## src/rtl/alu_operand_stage.sv

```systemverilog
// ---------------------------------------------------------------------------
// alu_operand_stage
//   Operand-fetch / writeback sequencer wrapped around an external 16-bit ALU.
//   Owns the 8x16 register file and runs one instruction per request through
//   IDLE -> LOAD_A -> LOAD_B -> EXEC -> WB.
//
// Ports:
//   clk, reset            rising-edge clock, asynchronous active-high reset
//   start                 instruction request, sampled in IDLE only
//   rd, rn, rm            destination / A-operand / B-operand register
//   op                    ALU op (00 ADD, 01 SUB, 10 AND, 11 NOT)
//   shift                 B shift (00 none, 01 LSL1, 10 LSR1, 11 ASR1)
//   use_imm, imm          select unshifted immediate as B
//   write_rd              0: update flags only (compare)
//   ext_we/waddr/wdata    external register write, IDLE only
//   dbg_raddr, dbg_rdata  combinational debug read port
//   alu_a, alu_b, alu_op  operands and opcode presented to the ALU
//   alu_out, alu_z/n/v    result and flags returned by the ALU
//   status                {Z,N,V} captured in the last EXEC
//   busy                  high whenever the sequencer is not IDLE
//   done                  one-cycle completion pulse
// ---------------------------------------------------------------------------
module alu_operand_stage #(
  parameter int NREGS = 8,
  parameter int WIDTH = 16
) (
  input  logic             clk,
  input  logic             reset,
  input  logic             start,
  input  logic [2:0]       rd,
  input  logic [2:0]       rn,
  input  logic [2:0]       rm,
  input  logic [1:0]       op,
  input  logic [1:0]       shift,
  input  logic             use_imm,
  input  logic [WIDTH-1:0] imm,
  input  logic             write_rd,
  input  logic             ext_we,
  input  logic [2:0]       ext_waddr,
  input  logic [WIDTH-1:0] ext_wdata,
  input  logic [2:0]       dbg_raddr,
  output logic [WIDTH-1:0] dbg_rdata,
  output logic [WIDTH-1:0] alu_a,
  output logic [WIDTH-1:0] alu_b,
  output logic [1:0]       alu_op,
  input  logic [WIDTH-1:0] alu_out,
  input  logic             alu_z,
  input  logic             alu_n,
  input  logic             alu_v,
  output logic [2:0]       status,
  output logic             busy,
  output logic             done
);

  typedef enum logic [2:0] {
    IDLE   = 3'd0,
    LOAD_A = 3'd1,
    LOAD_B = 3'd2,
    EXEC   = 3'd3,
    WB     = 3'd4
  } state_t;

  state_t state_q;
  state_t state_d;

  logic [WIDTH-1:0] regs_q [NREGS];
  logic [WIDTH-1:0] a_q;
  logic [WIDTH-1:0] b_q;
  logic [WIDTH-1:0] c_q;
  logic [2:0]       status_q;
  logic             done_q;

  // Instruction fields captured when a request is accepted
  logic [2:0]       rd_q;
  logic [2:0]       rn_q;
  logic [2:0]       rm_q;
  logic [1:0]       op_q;
  logic [1:0]       shift_q;
  logic             use_imm_q;
  logic [WIDTH-1:0] imm_q;
  logic             write_rd_q;

  // Single-bit barrel for the B operand; the vacated bit of LSR is zero,
  // of ASR a copy of the sign bit.
  function automatic logic [WIDTH-1:0] shift_b(input logic [WIDTH-1:0] x,
                                               input logic [1:0]       s);
    logic [WIDTH-1:0] r;
    case (s)
      2'b01:   r = {x[WIDTH-2:0], 1'b0};
      2'b10:   r = {1'b0, x[WIDTH-1:1]};
      2'b11:   r = {x[WIDTH-1], x[WIDTH-1:1]};
      default: r = x;
    endcase
    return r;
  endfunction

  // State register
  always_ff @(posedge clk or posedge reset) begin
    if (reset) begin
      state_q <= IDLE;
    end else begin
      state_q <= state_d;
    end
  end

  // Next-state logic: fixed five-step sequence, leaving IDLE only on start
  always_comb begin
    state_d = state_q;
    case (state_q)
      IDLE: begin
        if (start) begin
          state_d = LOAD_A;
        end else begin
          state_d = IDLE;
        end
      end
      LOAD_A:  state_d = LOAD_B;
      LOAD_B:  state_d = EXEC;
      EXEC:    state_d = WB;
      WB:      state_d = IDLE;
      default: state_d = IDLE;
    endcase
  end

  // Datapath: register file, operand latches, result/flag capture, done pulse
  always_ff @(posedge clk or posedge reset) begin
    if (reset) begin
      for (int i = 0; i < NREGS; i++) begin
        regs_q[i] <= {WIDTH{1'b0}};
      end
      a_q        <= {WIDTH{1'b0}};
      b_q        <= {WIDTH{1'b0}};
      c_q        <= {WIDTH{1'b0}};
      status_q   <= 3'b000;
      done_q     <= 1'b0;
      rd_q       <= 3'd0;
      rn_q       <= 3'd0;
      rm_q       <= 3'd0;
      op_q       <= 2'b00;
      shift_q    <= 2'b00;
      use_imm_q  <= 1'b0;
      imm_q      <= {WIDTH{1'b0}};
      write_rd_q <= 1'b0;
    end else begin
      done_q <= 1'b0;
      case (state_q)
        IDLE: begin
          // External write and a new request may share an edge; the
          // operand reads happen later, so they see the written value.
          if (ext_we) begin
            regs_q[ext_waddr] <= ext_wdata;
          end
          if (start) begin
            rd_q       <= rd;
            rn_q       <= rn;
            rm_q       <= rm;
            op_q       <= op;
            shift_q    <= shift;
            use_imm_q  <= use_imm;
            imm_q      <= imm;
            write_rd_q <= write_rd;
          end
        end
        LOAD_A: begin
          a_q <= regs_q[rn_q];
        end
        LOAD_B: begin
          b_q <= use_imm_q ? imm_q : shift_b(regs_q[rm_q], shift_q);
        end
        EXEC: begin
          c_q      <= alu_out;
          status_q <= {alu_z, alu_n, alu_v};
        end
        WB: begin
          if (write_rd_q) begin
            regs_q[rd_q] <= c_q;
          end
          done_q <= 1'b1;
        end
        default: begin
          done_q <= 1'b0;
        end
      endcase
    end
  end

  assign dbg_rdata = regs_q[dbg_raddr];
  assign alu_a     = a_q;
  assign alu_b     = b_q;
  assign alu_op    = op_q;
  assign status    = status_q;
  assign busy      = (state_q != IDLE);
  assign done      = done_q;

endmodule

```

## config.mk

```make
export PLATFORM = sky130hd
export DESIGN_NAME = alu_operand_stage
export DESIGN_NICKNAME = d
export VERILOG_FILES = /design/src/rtl/alu_operand_stage.sv
export SDC_FILE = /design/constraint.sdc
export NUM_CORES = 1
export LEC_CHECK = 0
export BUFFER_PORTS_ARGS = -buffer_cell sky130_fd_sc_hd__buf_2
export CORE_MARGIN = 1
export CORE_UTILIZATION = 55
export DETAILED_ROUTE_END_ITERATION = 6
export PLACE_DENSITY = 0.75
export REMOVE_ABC_BUFFERS = 1
export SKIP_CTS_REPAIR_TIMING = 1
export SLEW_MARGIN = 20
export SYNTH_ARGS = -nofsm -noshare
export SYNTH_HDL_FRONTEND = slang
export SYNTH_SLANG_ARGS = --single-unit
```

## constraint.sdc

```tcl
create_clock -name clk -period 13.6 [get_ports clk]
set_clock_uncertainty 0.15 [all_clocks]
set_input_delay 2.72 -clock clk [delete_from_list [all_inputs] [get_ports clk]]
set_output_delay 2.72 -clock clk [all_outputs]
set_load 0.05 [all_outputs]
```

==> results of run 1 <==
==> worst paths after layout <==
check,to,startpoint,cells past startpoint
worst max-delay path,dbg_rdata[3],dbg_raddr[0],5
worst min-delay path,c_q[12],c_q[12],2
worst min register to register,c_q[12],c_q[12],2
min in group asynchronous,alu_a[6],reset,2
max in group asynchronous,rm_q[0],reset,3
worst max register to register,regs_q[45],state_q[1],7
==> sequential cells by signal (all words and copies together) (netlist names), 2 cells and up <==
| signal | count |
|---|---|
| shift_q | 2 |
| status | 3 |
| alu_b | 16 |
| regs_q | 128 |
| rd_q | 3 |
| alu_op | 2 |
| imm_q | 16 |
| alu_a | 16 |
| rn_q | 3 |
| state_q | 3 |
| c_q | 16 |
| rm_q | 3 |
==> synth_stat cells, drive strengths merged, types with 4 or more instances <==
| cell type | count |
|---|---|
| a211oi | 4 |
| a21oi | 46 |
| a221oi | 10 |
| a22oi | 15 |
| buf | 54 |
| clkbuf | 42 |
| dfrtp | 214 |
| inv | 4 |
| mux2 | 197 |
| mux2i | 46 |
| mux4 | 72 |
| nand2 | 95 |
| nand3b | 21 |
| nor2 | 43 |
| nor2b | 5 |
| o21a | 4 |
| o21ai | 20 |
| o22ai | 137 |
| or3b | 4 |
==> worst min-delay path: stages, from the launching register on <==
cell and delay [ns]:
sky130_fd_sc_hd__dfrtp_1 0.34, sky130_fd_sc_hd__nand2_1 0.05, sky130_fd_sc_hd__nand2_1 0.05
==> area by class of cell <==
type / count / area share (%)
clock buffers: 37 / 5.362
repair buffers: 148 / 5.613
multi-input cells: 735 / 47.67
flip-flops and latches: 214 / 38.28
well taps: 280 / 2.502
clock inverters: 5 / 0.3754
inverters: 4 / 0.1966
==> metal layers <==
metal,track usage [%],vias up,routed length [um],part of all wire (%)
met2,50.60,657,17500,46
li1,-,4181,-,-
met4,15.92,0,1970,5.2
met1,44.91,5019,14750,39
met5,0,-,0,0
met3,5.614,155,3839,10
==> where the power goes <==
group	switching, mW	internal, mW	total [mW]	leakage [nW]
clock network	0.269	0.396	0.665	0.396
registers	0.274	0.868	1.14	2.77
logic	0.899	0.572	1.47	3.10
total	1.44	1.84	3.28	6.27
==> placed cells by master, fill, tap and decap left out, types with 4 or more instances in the layout <==
cell type and count:
sky130_fd_sc_hd__a221oi_1 9, sky130_fd_sc_hd__nor2b_1 5, sky130_fd_sc_hd__clkbuf_8 8, sky130_fd_sc_hd__o21a_1 4, sky130_fd_sc_hd__a21oi_1 46, sky130_fd_sc_hd__mux4_2 72, sky130_fd_sc_hd__o22ai_1 137, sky130_fd_sc_hd__a211oi_1 4
sky130_fd_sc_hd__buf_4 18, sky130_fd_sc_hd__mux2_1 14, sky130_fd_sc_hd__buf_2 130, sky130_fd_sc_hd__nand3b_1 21, sky130_fd_sc_hd__mux2_2 183, sky130_fd_sc_hd__clkbuf_16 25, sky130_fd_sc_hd__mux2i_1 46, sky130_fd_sc_hd__clkbuf_1 4
sky130_fd_sc_hd__o21ai_0 15, sky130_fd_sc_hd__nor2_1 40, sky130_fd_sc_hd__dfrtp_1 211, sky130_fd_sc_hd__nand2_1 94, sky130_fd_sc_hd__a22oi_1 15
==> cell families after synthesis <==
logic type      share of synthesized area [%]
compound gates                          12.14
flops                                   42.61
mux                                     34.22
buf+inv                                 4.440
simple gates                            6.591
==> stage by stage <==
step	utilization (%)	area, um^2	setup slack (ns)	hold slack, ns
2_1_floorplan	-	12020	4.879	0.2955
3_3_place_gp	59.67	13180	6.283	0.3057
3_5_place_dp	59.67	13180	6.252	0.3113
4_1_cts	63.31	13990	6.248	0.3278
5_1_grt	63.37	14000	6.140	0.3466
6_report	63.37	14000	6.244	0.3239
==> impl_metrics.xml, run 1 <==
<?xml version="1.0" encoding="UTF-8"?>
<metrics>
  <group name="outcome">
    <metric name="status" unit="">finished, final reports clean</metric>
  </group>
  <group name="yosys">
    <metric name="synth_cells" unit="">1049</metric>
    <metric name="synth_enable_flop_cells" unit="">0</metric>
    <metric name="synthDominantAreaCellType" unit="">sky130_fd_sc_hd__dfrtp_1</metric>
    <metric name="synthTopCellsByArea" unit="">sky130_fd_sc_hd__dfrtp_1 43%, sky130_fd_sc_hd__mux2_2 16%, sky130_fd_sc_hd__mux4_2 13%</metric>
    <metric name="ys_seq_area_share" unit="%">42.61</metric>
    <metric name="async_flop_share" unit="%">100.0</metric>
    <metric name="synth_warnings" unit="">0</metric>
    <metric name="synth_cell_type_count" unit="">41</metric>
    <metric name="ys_ff_latch" unit="">214</metric>
    <metric name="syn_area" unit="mm^2">0.01257</metric>
    <metric name="mapped_avg_cell_area" unit="um^2">11.98</metric>
    <metric name="synthDominantCellAreaShare" unit="%">42.61</metric>
    <metric name="synth_top_flop_cell" unit="">sky130_fd_sc_hd__dfrtp_1</metric>
  </group>
  <group name="sta">
    <metric name="grt_setup_unrepaired" unit="">no</metric>
    <metric name="finalHoldViolCount" unit="">0</metric>
    <metric name="timing.final.max_slew_violations" unit="">0</metric>
    <metric name="fin_crit" unit="ns">7.356</metric>
    <metric name="fin_crit_sh" unit="%">54.09</metric>
    <metric name="setup_viol_count_final" unit="">0</metric>
    <metric name="achievable-frequency" unit="MHz">135.9</metric>
    <metric name="timing_worst_slew_pin_value" unit="ns">1.225</metric>
    <metric name="summed_negative_setup_slack_over_all_endpoints" unit="ns">0</metric>
    <metric name="timing.max_slew.rel_slack" unit="%">18.07</metric>
  </group>
  <group name="worst_setup_path">
    <metric name="cp_cell_sequence" unit="">buf_2, buf_4, mux4_2, mux2_2, buf_2</metric>
    <metric name="crit_path_end_kind" unit="">output port</metric>
    <metric name="slowest_cp_cell" unit="">sky130_fd_sc_hd__mux4_2</metric>
    <metric name="worst-endpoint-required" unit="ns">10.73</metric>
    <metric name="critPathTopFamily" unit="">multiplexers</metric>
    <metric name="setup.reg_to_reg.worst_slack" unit="ns">10.16</metric>
    <metric name="cp_common_cell" unit="">sky130_fd_sc_hd__buf_2</metric>
    <metric name="path_buf_inv" unit="">3</metric>
    <metric name="worstPathMaxFanout" unit="">32</metric>
    <metric name="cp-start-kind" unit="">input pin</metric>
    <metric name="cp_slowest_stage_delay" unit="ns">0.58</metric>
    <metric name="worstSetupPathType" unit="">in2out</metric>
    <metric name="arrival" unit="ns">4.49</metric>
  </group>
  <group name="clocking">
    <metric name="post_cts_clock_slew_at_the_launch_and_capture_registers_of_the_worst_setup_and_hold_paths" unit="ns">0.05</metric>
    <metric name="tritoncts_clock_tree" unit="">yes</metric>
    <metric name="root_buffer" unit="">sky130_fd_sc_hd__clkbuf_16</metric>
    <metric name="clockBufferDepth" unit="">3</metric>
    <metric name="numCtsBuffers" unit="">24</metric>
    <metric name="clock_latency_late_sink" unit="ns">0.53</metric>
    <metric name="cts_max_level" unit="">1</metric>
    <metric name="cts.sinks" unit="">214</metric>
  </group>
  <group name="pwr">
    <metric name="leakage" unit="nW">6.269</metric>
    <metric name="power_density" unit="mW/mm^2">234.1</metric>
    <metric name="fin_total_pwr" unit="mW">3.278</metric>
    <metric name="vdd_ir_drop_max" unit="uV">188.9</metric>
  </group>
  <group name="detailed_routing">
    <metric name="num_vias" unit="">10010</metric>
    <metric name="drtIter0Drc" unit="">1210</metric>
    <metric name="drc" unit="">0</metric>
    <metric name="finalWirelength" unit="mm">38.06</metric>
    <metric name="detailedRoute.firstPassIterationCount" unit="">6</metric>
    <metric name="avgViaCountPerCell" unit="">7.036</metric>
    <metric name="drtAntennaViolNets" unit="">0</metric>
    <metric name="detail_route.wl_per_cell" unit="um">26.74</metric>
  </group>
  <group name="layout">
    <metric name="stdcell_count" unit="">1423</metric>
    <metric name="areaGrowthSynthToFinish" unit="%">11.40</metric>
    <metric name="ff_latch_area" unit="mm^2">0.005359</metric>
    <metric name="diodes" unit="">0</metric>
    <metric name="fill_cells" unit="">1710</metric>
    <metric name="proportion_of_layout_cells_with_a_drive_suffix_above_1" unit="%">40.24</metric>
    <metric name="multi_input_area" unit="mm^2">0.006674</metric>
    <metric name="fin_nets" unit="">1203</metric>
  </group>
  <group name="grt">
    <metric name="grt_antenna_before_repair" unit="">0</metric>
    <metric name="grt_max_degree" unit="">148</metric>
    <metric name="grt-ovfl-total" unit="">0</metric>
    <metric name="grt_pass1_vias" unit="">9919</metric>
    <metric name="global_routing_usage_summed_across_all_routing_layers" unit="%">32.69</metric>
    <metric name="first_pass_grt_wire_length" unit="mm">58.29</metric>
  </group>
  <group name="job">
    <metric name="count_of_max_cap_constraint_violations" unit="">0</metric>
  </group>
  <group name="floorplan">
    <metric name="initial_core_util" unit="%">56.88</metric>
    <metric name="die_x" unit="um">153.2</metric>
    <metric name="io-pin-count" unit="">131</metric>
    <metric name="die_height" unit="um">153.2</metric>
    <metric name="design.die.area" unit="mm^2">0.02346</metric>
    <metric name="placeable_core_area" unit="mm^2">0.02209</metric>
    <metric name="floorplan.rows" unit="">54</metric>
  </group>
  <group name="placement">
    <metric name="numPortBuffers" unit="">130</metric>
    <metric name="place_inst" unit="">1381</metric>
    <metric name="globalplace.congestion" unit="">0.8887</metric>
    <metric name="dp.final_hpwl" unit="mm">22.78</metric>
  </group>
  <group name="worst_hold_path">
    <metric name="worstHoldPathType" unit="">reg2reg</metric>
  </group>
</metrics>
No activity file was read; power rests on OpenSTA's default activity.
==> run 2, diff against run 1 <==
ABC_AREA = 1   (was default)
CORE_UTILIZATION = 54   (was 55)
PLACE_DENSITY = 0.77   (was 0.75)
clock period = 6.25 ns   (was 13.6 ns; I/O delays follow)
==> impl_metrics.xml, run 2 <==
<?xml version="1.0" encoding="UTF-8"?>
<metrics>
  <group name="floorplan">
    <metric name="design.die.area" unit="mm^2">0.02451</metric>
    <metric name="floorplan.rows" unit="">56</metric>
    <metric name="die_height" unit="um">156.6</metric>
    <metric name="initial_core_util" unit="%">54.95</metric>
    <metric name="io-pin-count" unit="">131</metric>
    <metric name="placeable_core_area" unit="mm^2">0.02347</metric>
    <metric name="die_x" unit="um">156.6</metric>
  </group>
  <group name="layout">
    <metric name="mostFrequentLayoutCell" unit="">sky130_fd_sc_hd__nand2_1</metric>
    <metric name="layout_common_cells" unit="">473 x sky130_fd_sc_hd__nand2_1, 243 x sky130_fd_sc_hd__o21ai_0, 212 x sky130_fd_sc_hd__dfrtp_1</metric>
    <metric name="largest_register_ffs" unit="">128</metric>
    <metric name="areaGrowthSynthToFinish" unit="%">12.16</metric>
    <metric name="proportion_of_layout_cells_with_a_drive_suffix_above_1" unit="%">12.25</metric>
    <metric name="final_core_util" unit="%">61.64</metric>
    <metric name="diodes" unit="">0</metric>
    <metric name="stdcell_count" unit="">2237</metric>
    <metric name="max_flop_register" unit="">regs_q</metric>
    <metric name="fin_nets" unit="">1975</metric>
  </group>
  <group name="detailed_routing">
    <metric name="finalWirelength" unit="mm">47.75</metric>
    <metric name="drtAntennaViolNets" unit="">0</metric>
    <metric name="drc" unit="">0</metric>
    <metric name="detail_route.wl_per_cell" unit="um">21.35</metric>
    <metric name="drtIter0Drc" unit="">2068</metric>
    <metric name="avgViaCountPerCell" unit="">6.390</metric>
    <metric name="detailedRoute.firstPassIterationCount" unit="">7</metric>
    <metric name="num_vias" unit="">14300</metric>
  </group>
  <group name="worst_setup_path">
    <metric name="cp_slowest_stage_delay" unit="ns">0.67</metric>
    <metric name="worst-endpoint-required" unit="ns">4.85</metric>
    <metric name="worstPathMaxFanout" unit="">33</metric>
    <metric name="worstSetupPathType" unit="">in2out</metric>
    <metric name="cp_common_cell" unit="">sky130_fd_sc_hd__buf_2</metric>
    <metric name="cp_cell_sequence" unit="">buf_2, inv_1, buf_4, a21oi_1, o21ai_0, nand2_1, nor2_1, a31oi_1, buf_2</metric>
    <metric name="crit_path_end_kind" unit="">output port</metric>
    <metric name="startpoint_of_the_worst_register_to_register_path" unit="">state_q[1]</metric>
    <metric name="slowest_cp_cell" unit="">sky130_fd_sc_hd__buf_2</metric>
    <metric name="cp-start-kind" unit="">input pin</metric>
    <metric name="critPathLaunch" unit="">dbg_raddr[1]</metric>
    <metric name="arrival" unit="ns">3.77</metric>
  </group>
  <group name="worst_hold_path">
    <metric name="min_from" unit="">alu_a[1]</metric>
    <metric name="worstHoldPathType" unit="">reg2reg</metric>
  </group>
  <group name="grt">
    <metric name="global_routing_usage_summed_across_all_routing_layers" unit="%">39.15</metric>
    <metric name="first_pass_grt_wire_length" unit="mm">72.40</metric>
    <metric name="grt_max_degree" unit="">114</metric>
    <metric name="grt_pass1_vias" unit="">13310</metric>
    <metric name="grt_antenna_before_repair" unit="">0</metric>
    <metric name="grt-ovfl-total" unit="">0</metric>
  </group>
  <group name="placement">
    <metric name="globalplace.congestion" unit="">0.9471</metric>
    <metric name="numPortBuffers" unit="">130</metric>
    <metric name="place_inst" unit="">2191</metric>
    <metric name="dpl_worst_slack" unit="ns">1.229</metric>
    <metric name="dp.final_hpwl" unit="mm">27.78</metric>
  </group>
  <group name="pwr">
    <metric name="vdd_ir_drop_max" unit="uV">415.4</metric>
    <metric name="leakage" unit="nW">6.765</metric>
    <metric name="comb_power_share" unit="%">52.2</metric>
    <metric name="power.net_switching" unit="mW">4.224</metric>
    <metric name="netSwitchingFraction" unit="%">50.65</metric>
    <metric name="fin_total_pwr" unit="mW">8.340</metric>
    <metric name="pwr-share-clk" unit="%">18.7</metric>
    <metric name="power_density" unit="mW/mm^2">576.5</metric>
    <metric name="power_frac_seq" unit="%">29.1</metric>
    <metric name="internal_power" unit="mW">4.116</metric>
  </group>
  <group name="yosys">
    <metric name="mapped_avg_cell_area" unit="um^2">6.953</metric>
    <metric name="synth_cells" unit="">1855</metric>
    <metric name="synth_cell_type_count" unit="">25</metric>
    <metric name="ys_ff_latch" unit="">214</metric>
    <metric name="synth_top_flop_cell" unit="">sky130_fd_sc_hd__dfrtp_1</metric>
    <metric name="synthTopCellsByArea" unit="">sky130_fd_sc_hd__dfrtp_1 42%, sky130_fd_sc_hd__nand2_1 14%, sky130_fd_sc_hd__o21ai_0 9.4%</metric>
    <metric name="ys_seq_area_share" unit="%">41.52</metric>
    <metric name="synth_warnings" unit="">0</metric>
    <metric name="yosysMostFrequentCell" unit="">sky130_fd_sc_hd__nand2_1</metric>
    <metric name="synth_enable_flop_cells" unit="">0</metric>
    <metric name="synthDominantAreaCellType" unit="">sky130_fd_sc_hd__dfrtp_1</metric>
    <metric name="syn_area" unit="mm^2">0.01290</metric>
    <metric name="synthDominantCellAreaShare" unit="%">41.52</metric>
    <metric name="post_synth_most_frequent_cells" unit="">474 x sky130_fd_sc_hd__nand2_1, 243 x sky130_fd_sc_hd__o21ai_0, 214 x sky130_fd_sc_hd__dfrtp_1, 203 x sky130_fd_sc_hd__nand3_1, 157 x sky130_fd_sc_hd__inv_1</metric>
    <metric name="async_flop_share" unit="%">100.0</metric>
  </group>
  <group name="clocking">
    <metric name="root_buffer" unit="">sky130_fd_sc_hd__clkbuf_16</metric>
    <metric name="post_cts_clock_slew_at_the_launch_and_capture_registers_of_the_worst_setup_and_hold_paths" unit="ns">0.06</metric>
    <metric name="cts_max_level" unit="">1</metric>
    <metric name="clock_latency_late_sink" unit="ns">0.55</metric>
    <metric name="tritoncts_clock_tree" unit="">yes</metric>
    <metric name="clockBufferDepth" unit="">3</metric>
    <metric name="numCtsBuffers" unit="">25</metric>
    <metric name="cts.sinks" unit="">214</metric>
  </group>
  <group name="sta">
    <metric name="timing.max_slew.rel_slack" unit="%">13.01</metric>
    <metric name="fin_crit_sh" unit="%">82.73</metric>
    <metric name="timing_worst_slew_pin_value" unit="ns">1.301</metric>
    <metric name="setup_viol_count_final" unit="">0</metric>
    <metric name="timing.final.max_slew_violations" unit="">0</metric>
    <metric name="fin_crit" unit="ns">5.170</metric>
    <metric name="finalHoldViolCount" unit="">0</metric>
    <metric name="post-route-worst-setup-slack" unit="ns">1.080</metric>
    <metric name="achievable-frequency" unit="MHz">193.4</metric>
    <metric name="summed_negative_setup_slack_over_all_endpoints" unit="ns">0</metric>
    <metric name="grt_setup_unrepaired" unit="">no</metric>
  </group>
  <group name="job">
    <metric name="count_of_max_cap_constraint_violations" unit="">0</metric>
  </group>
  <group name="outcome">
    <metric name="status" unit="">finished, final reports clean</metric>
  </group>
</metrics>
[run 2: cell count changes after synthesis, moves of 107 or more]
cell / delta
sky130_fd_sc_hd__nand2_1: +380
sky130_fd_sc_hd__mux2_2: -170
sky130_fd_sc_hd__o21ai_0: +228
sky130_fd_sc_hd__nand3_1: +201
sky130_fd_sc_hd__inv_1: +154
sky130_fd_sc_hd__a21oi_1: +107
[run 2: through the flow]
step,cell area (um^2),hold slack (ns)
2_1_floorplan,12300,0.2922
3_3_place_gp,13590,0.3022
3_5_place_dp,13590,0.3086
4_1_cts,14460,0.3242
5_1_grt,14470,0.3463
6_report,14470,0.3229
[run 2: layout make-up]
cell class,count,area [um^2]
sequential,214,5358
multi-input combinational,1335,6357
clock inverter,9,128.9
tap,319,399.1
clock buffer,37,740.7
timing repair buffer,157,853.3
fill,2151,9005
inverter,166,630.6
[run 2: cell families (layout without fill, tap and decap cells)]
| logic type | count (synthesis) | after routing | share of synthesized area (%) |
|---|---|---|---|
| AO/OA/AOI/OAI | 574 | 574 | 23.83 |
| AND/OR/NAND/NOR | 748 | 748 | 24.05 |
| buffers and inverters | 306 | 369 | 9.467 |
| flip-flops | 214 | 214 | 41.52 |
| multiplexers | 13 | 13 | 1.135 |
[run 2: routing by layer]
layer,up-vias,track usage [%],wire [um]
met4,0,24.32,3081
li1,6358,-,-
met3,288,10.61,7153
met5,-,0,0
met2,1148,58.12,19920
met1,6501,50.75,17590
[run 2: power by group through the flow]
| stage | clock [mW] | combinational [mW] | sequential (mW) |
|---|---|---|---|
| 5_1_grt | 1.61 | 4.69 | 2.49 |
| 2_1_floorplan | 0 | 2.36 | 2.86 |
| 3_5_place_dp | 0 | 4.18 | 2.42 |
| 6_report | 1.56 | 4.35 | 2.43 |
| 4_1_cts | 1.56 | 4.20 | 2.41 |
| 3_3_place_gp | 0 | 4.09 | 2.40 |
[run 2: worst paths after layout]
check	to	slack, ns	cells after the start
hold reg to reg	alu_a[1]	0.32	2
min in group asynchronous	status[1]	0.70	2
setup / recovery	dbg_rdata[1]	1.08	9
setup reg to reg	regs_q[112]	2.97	10
hold / removal	alu_a[1]	0.32	2
max in group asynchronous	rm_q[0]	4.00	3
[run 2: critical path, delay by kind of cell]
family / cells / cell delay, ns
and+or+nand+nor: 2 / 0.15
AOI/OAI and AO/OA: 3 / 0.41
buffers and inverters: 4 / 1.93
==> run 3, diff against run 2 <==
clock period = 4.3 ns   (was 6.25 ns; I/O delays follow)
==> impl_metrics.xml, run 3 (synthesis gave the netlist of run 2 again) <==
<?xml version="1.0" encoding="UTF-8"?>
<metrics>
  <group name="detailed_routing">
    <metric name="drc" unit="">0</metric>
    <metric name="num_vias" unit="">14450</metric>
    <metric name="detailedRoute.firstPassIterationCount" unit="">7</metric>
    <metric name="drtIter0Drc" unit="">2397</metric>
    <metric name="detail_route.wl_per_cell" unit="um">21.11</metric>
    <metric name="finalWirelength" unit="mm">47.74</metric>
    <metric name="avgViaCountPerCell" unit="">6.390</metric>
    <metric name="drtAntennaViolNets" unit="">0</metric>
  </group>
  <group name="clocking">
    <metric name="numCtsBuffers" unit="">25</metric>
    <metric name="root_buffer" unit="">sky130_fd_sc_hd__clkbuf_16</metric>
    <metric name="tritoncts_clock_tree" unit="">yes</metric>
    <metric name="post_cts_clock_slew_at_the_launch_and_capture_registers_of_the_worst_setup_and_hold_paths" unit="ns">0.06</metric>
    <metric name="cts.sinks" unit="">214</metric>
    <metric name="cts_max_level" unit="">1</metric>
    <metric name="clockBufferDepth" unit="">3</metric>
    <metric name="clock_latency_late_sink" unit="ns">0.54</metric>
  </group>
  <group name="floorplan">
    <metric name="placeable_core_area" unit="mm^2">0.02347</metric>
    <metric name="die_x" unit="um">156.6</metric>
    <metric name="initial_core_util" unit="%">54.95</metric>
    <metric name="io-pin-count" unit="">131</metric>
    <metric name="die_height" unit="um">156.6</metric>
    <metric name="design.die.area" unit="mm^2">0.02451</metric>
    <metric name="floorplan.rows" unit="">56</metric>
  </group>
  <group name="worst_hold_path">
    <metric name="worstHoldPathType" unit="">in2async</metric>
  </group>
  <group name="sta">
    <metric name="timing.max_slew.rel_slack" unit="%">15.32</metric>
    <metric name="grt_setup_unrepaired" unit="">no</metric>
    <metric name="fin_crit" unit="ns">3.773</metric>
    <metric name="fin_crit_sh" unit="%">87.73</metric>
    <metric name="post-route-worst-setup-slack" unit="ns">0.5275</metric>
    <metric name="timing_worst_slew_pin_value" unit="ns">1.269</metric>
    <metric name="setup_viol_count_final" unit="">0</metric>
    <metric name="finalHoldViolCount" unit="">0</metric>
    <metric name="achievable-frequency" unit="MHz">265.1</metric>
    <metric name="summed_negative_setup_slack_over_all_endpoints" unit="ns">0</metric>
    <metric name="timing.final.max_slew_violations" unit="">0</metric>
  </group>
  <group name="placement">
    <metric name="numPortBuffers" unit="">130</metric>
    <metric name="dp.final_hpwl" unit="mm">29.20</metric>
    <metric name="dpl_worst_slack" unit="ns">0.6746</metric>
    <metric name="globalplace.congestion" unit="">0.9268</metric>
    <metric name="place_inst" unit="">2216</metric>
  </group>
  <group name="worst_setup_path">
    <metric name="startpoint_of_the_worst_register_to_register_path" unit="">rm_q[1]</metric>
    <metric name="worstPathMaxFanout" unit="">64</metric>
    <metric name="r2r-end" unit="">alu_b[7]</metric>
    <metric name="reg2reg_depth" unit="">8</metric>
    <metric name="crit_path_end_kind" unit="">output port</metric>
    <metric name="setup.reg_to_reg.worst_slack" unit="ns">1.57</metric>
    <metric name="worst-endpoint-required" unit="ns">3.29</metric>
    <metric name="worstSetupPathType" unit="">in2out</metric>
    <metric name="cp-start-kind" unit="">input pin</metric>
    <metric name="arrival" unit="ns">2.76</metric>
  </group>
  <group name="job">
    <metric name="count_of_max_cap_constraint_violations" unit="">0</metric>
  </group>
  <group name="pwr">
    <metric name="fin_total_pwr" unit="mW">12.21</metric>
    <metric name="power_density" unit="mW/mm^2">832.8</metric>
    <metric name="vdd_ir_drop_max" unit="uV">652.6</metric>
    <metric name="leakage" unit="nW">6.904</metric>
  </group>
  <group name="layout">
    <metric name="proportion_of_layout_cells_with_a_drive_suffix_above_1" unit="%">13.39</metric>
    <metric name="mostFrequentLayoutCell" unit="">sky130_fd_sc_hd__nand2_1</metric>
    <metric name="largest_register_ffs" unit="">128</metric>
    <metric name="areaGrowthSynthToFinish" unit="%">13.66</metric>
    <metric name="fin_nets" unit="">2000</metric>
    <metric name="diodes" unit="">0</metric>
    <metric name="max_flop_register" unit="">regs_q</metric>
    <metric name="stdcell_count" unit="">2261</metric>
    <metric name="layout_common_cells" unit="">473 x sky130_fd_sc_hd__nand2_1, 243 x sky130_fd_sc_hd__o21ai_0, 212 x sky130_fd_sc_hd__dfrtp_1</metric>
  </group>
  <group name="grt">
    <metric name="grt_max_degree" unit="">84</metric>
    <metric name="grt_antenna_before_repair" unit="">0</metric>
    <metric name="first_pass_grt_wire_length" unit="mm">73.48</metric>
    <metric name="grt-ovfl-total" unit="">0</metric>
    <metric name="grt_pass1_vias" unit="">13460</metric>
    <metric name="global_routing_usage_summed_across_all_routing_layers" unit="%">39.29</metric>
  </group>
  <group name="outcome">
    <metric name="status" unit="">finished, final reports clean</metric>
  </group>
</metrics>
==> run 3: changes by cell type in the layout (fill, tap and decap cells not counted), moves of 2 or more <==
cell,before,now
sky130_fd_sc_hd__buf_12,0,2
sky130_fd_sc_hd__buf_4,27,50
sky130_fd_sc_hd__clkinvlp_4,2,0
sky130_fd_sc_hd__nor2_2,8,11
sky130_fd_sc_hd__nor2_4,4,1
==> run 3: metrics by stage <==
step | hold WS [ns] | util [%] | cell area [um^2]
6_report | 0.2410 | 62.46 | 14660
3_5_place_dp | 0.3085 | 58.75 | 13790
4_1_cts | 0.2782 | 62.46 | 14660
3_3_place_gp | 0.3030 | 58.75 | 13790
2_1_floorplan | 0.2922 | - | 12300
5_1_grt | 0.3029 | 62.46 | 14660
==> run 3: power breakdown <==
group          internal, mW  switching, mW
clock network          1.38          0.889
registers              2.97          0.616
logic                  1.71           4.65
==> run 3: worst max-delay path, cell delays in order <==
cell and delay [ns]:
sky130_fd_sc_hd__buf_2 0.45, sky130_fd_sc_hd__inv_2 0.04, sky130_fd_sc_hd__buf_4 0.31, sky130_fd_sc_hd__a21oi_1 0.27
sky130_fd_sc_hd__o21ai_0 0.14, sky130_fd_sc_hd__nand2_1 0.10, sky130_fd_sc_hd__nor2_1 0.04, sky130_fd_sc_hd__a31oi_1 0.19
sky130_fd_sc_hd__buf_2 0.29
==> run 3: layout make-up <==
cell class | count | area, um^2
inverters | 166 | 630.6
repair buffers | 182 | 1066
clock buffers | 37 | 750.7
clock inverters | 8 | 118.9
well taps | 319 | 399.1
fillers | 2148 | 8812
multi-input cells | 1335 | 6337
flip-flops and latches | 214 | 5358
==> run 3: how the worst max path moves through the flow <==
stage	slack (ns)	to	startpoint	cells past startpoint
floorplan	-2.56	alu_a[0]	reset	1
global placement	0.71	dbg_rdata[10]	dbg_raddr[0]	9
detailed placement	0.67	dbg_rdata[4]	dbg_raddr[0]	9
CTS	0.60	dbg_rdata[7]	dbg_raddr[0]	9
global route	0.41	dbg_rdata[7]	dbg_raddr[0]	9
finish	0.53	dbg_rdata[7]	dbg_raddr[0]	9
==> run 3: layer usage <==
metal / vias up / GRT usage (%) / wire, um
met4: 0 / 22.88 / 2751
met2: 1249 / 58.35 / 20110
met1: 6525 / 52.57 / 17700
li1: 6416 / - / -
met3: 257 / 9.028 / 7174
met5: - / 0 / 0
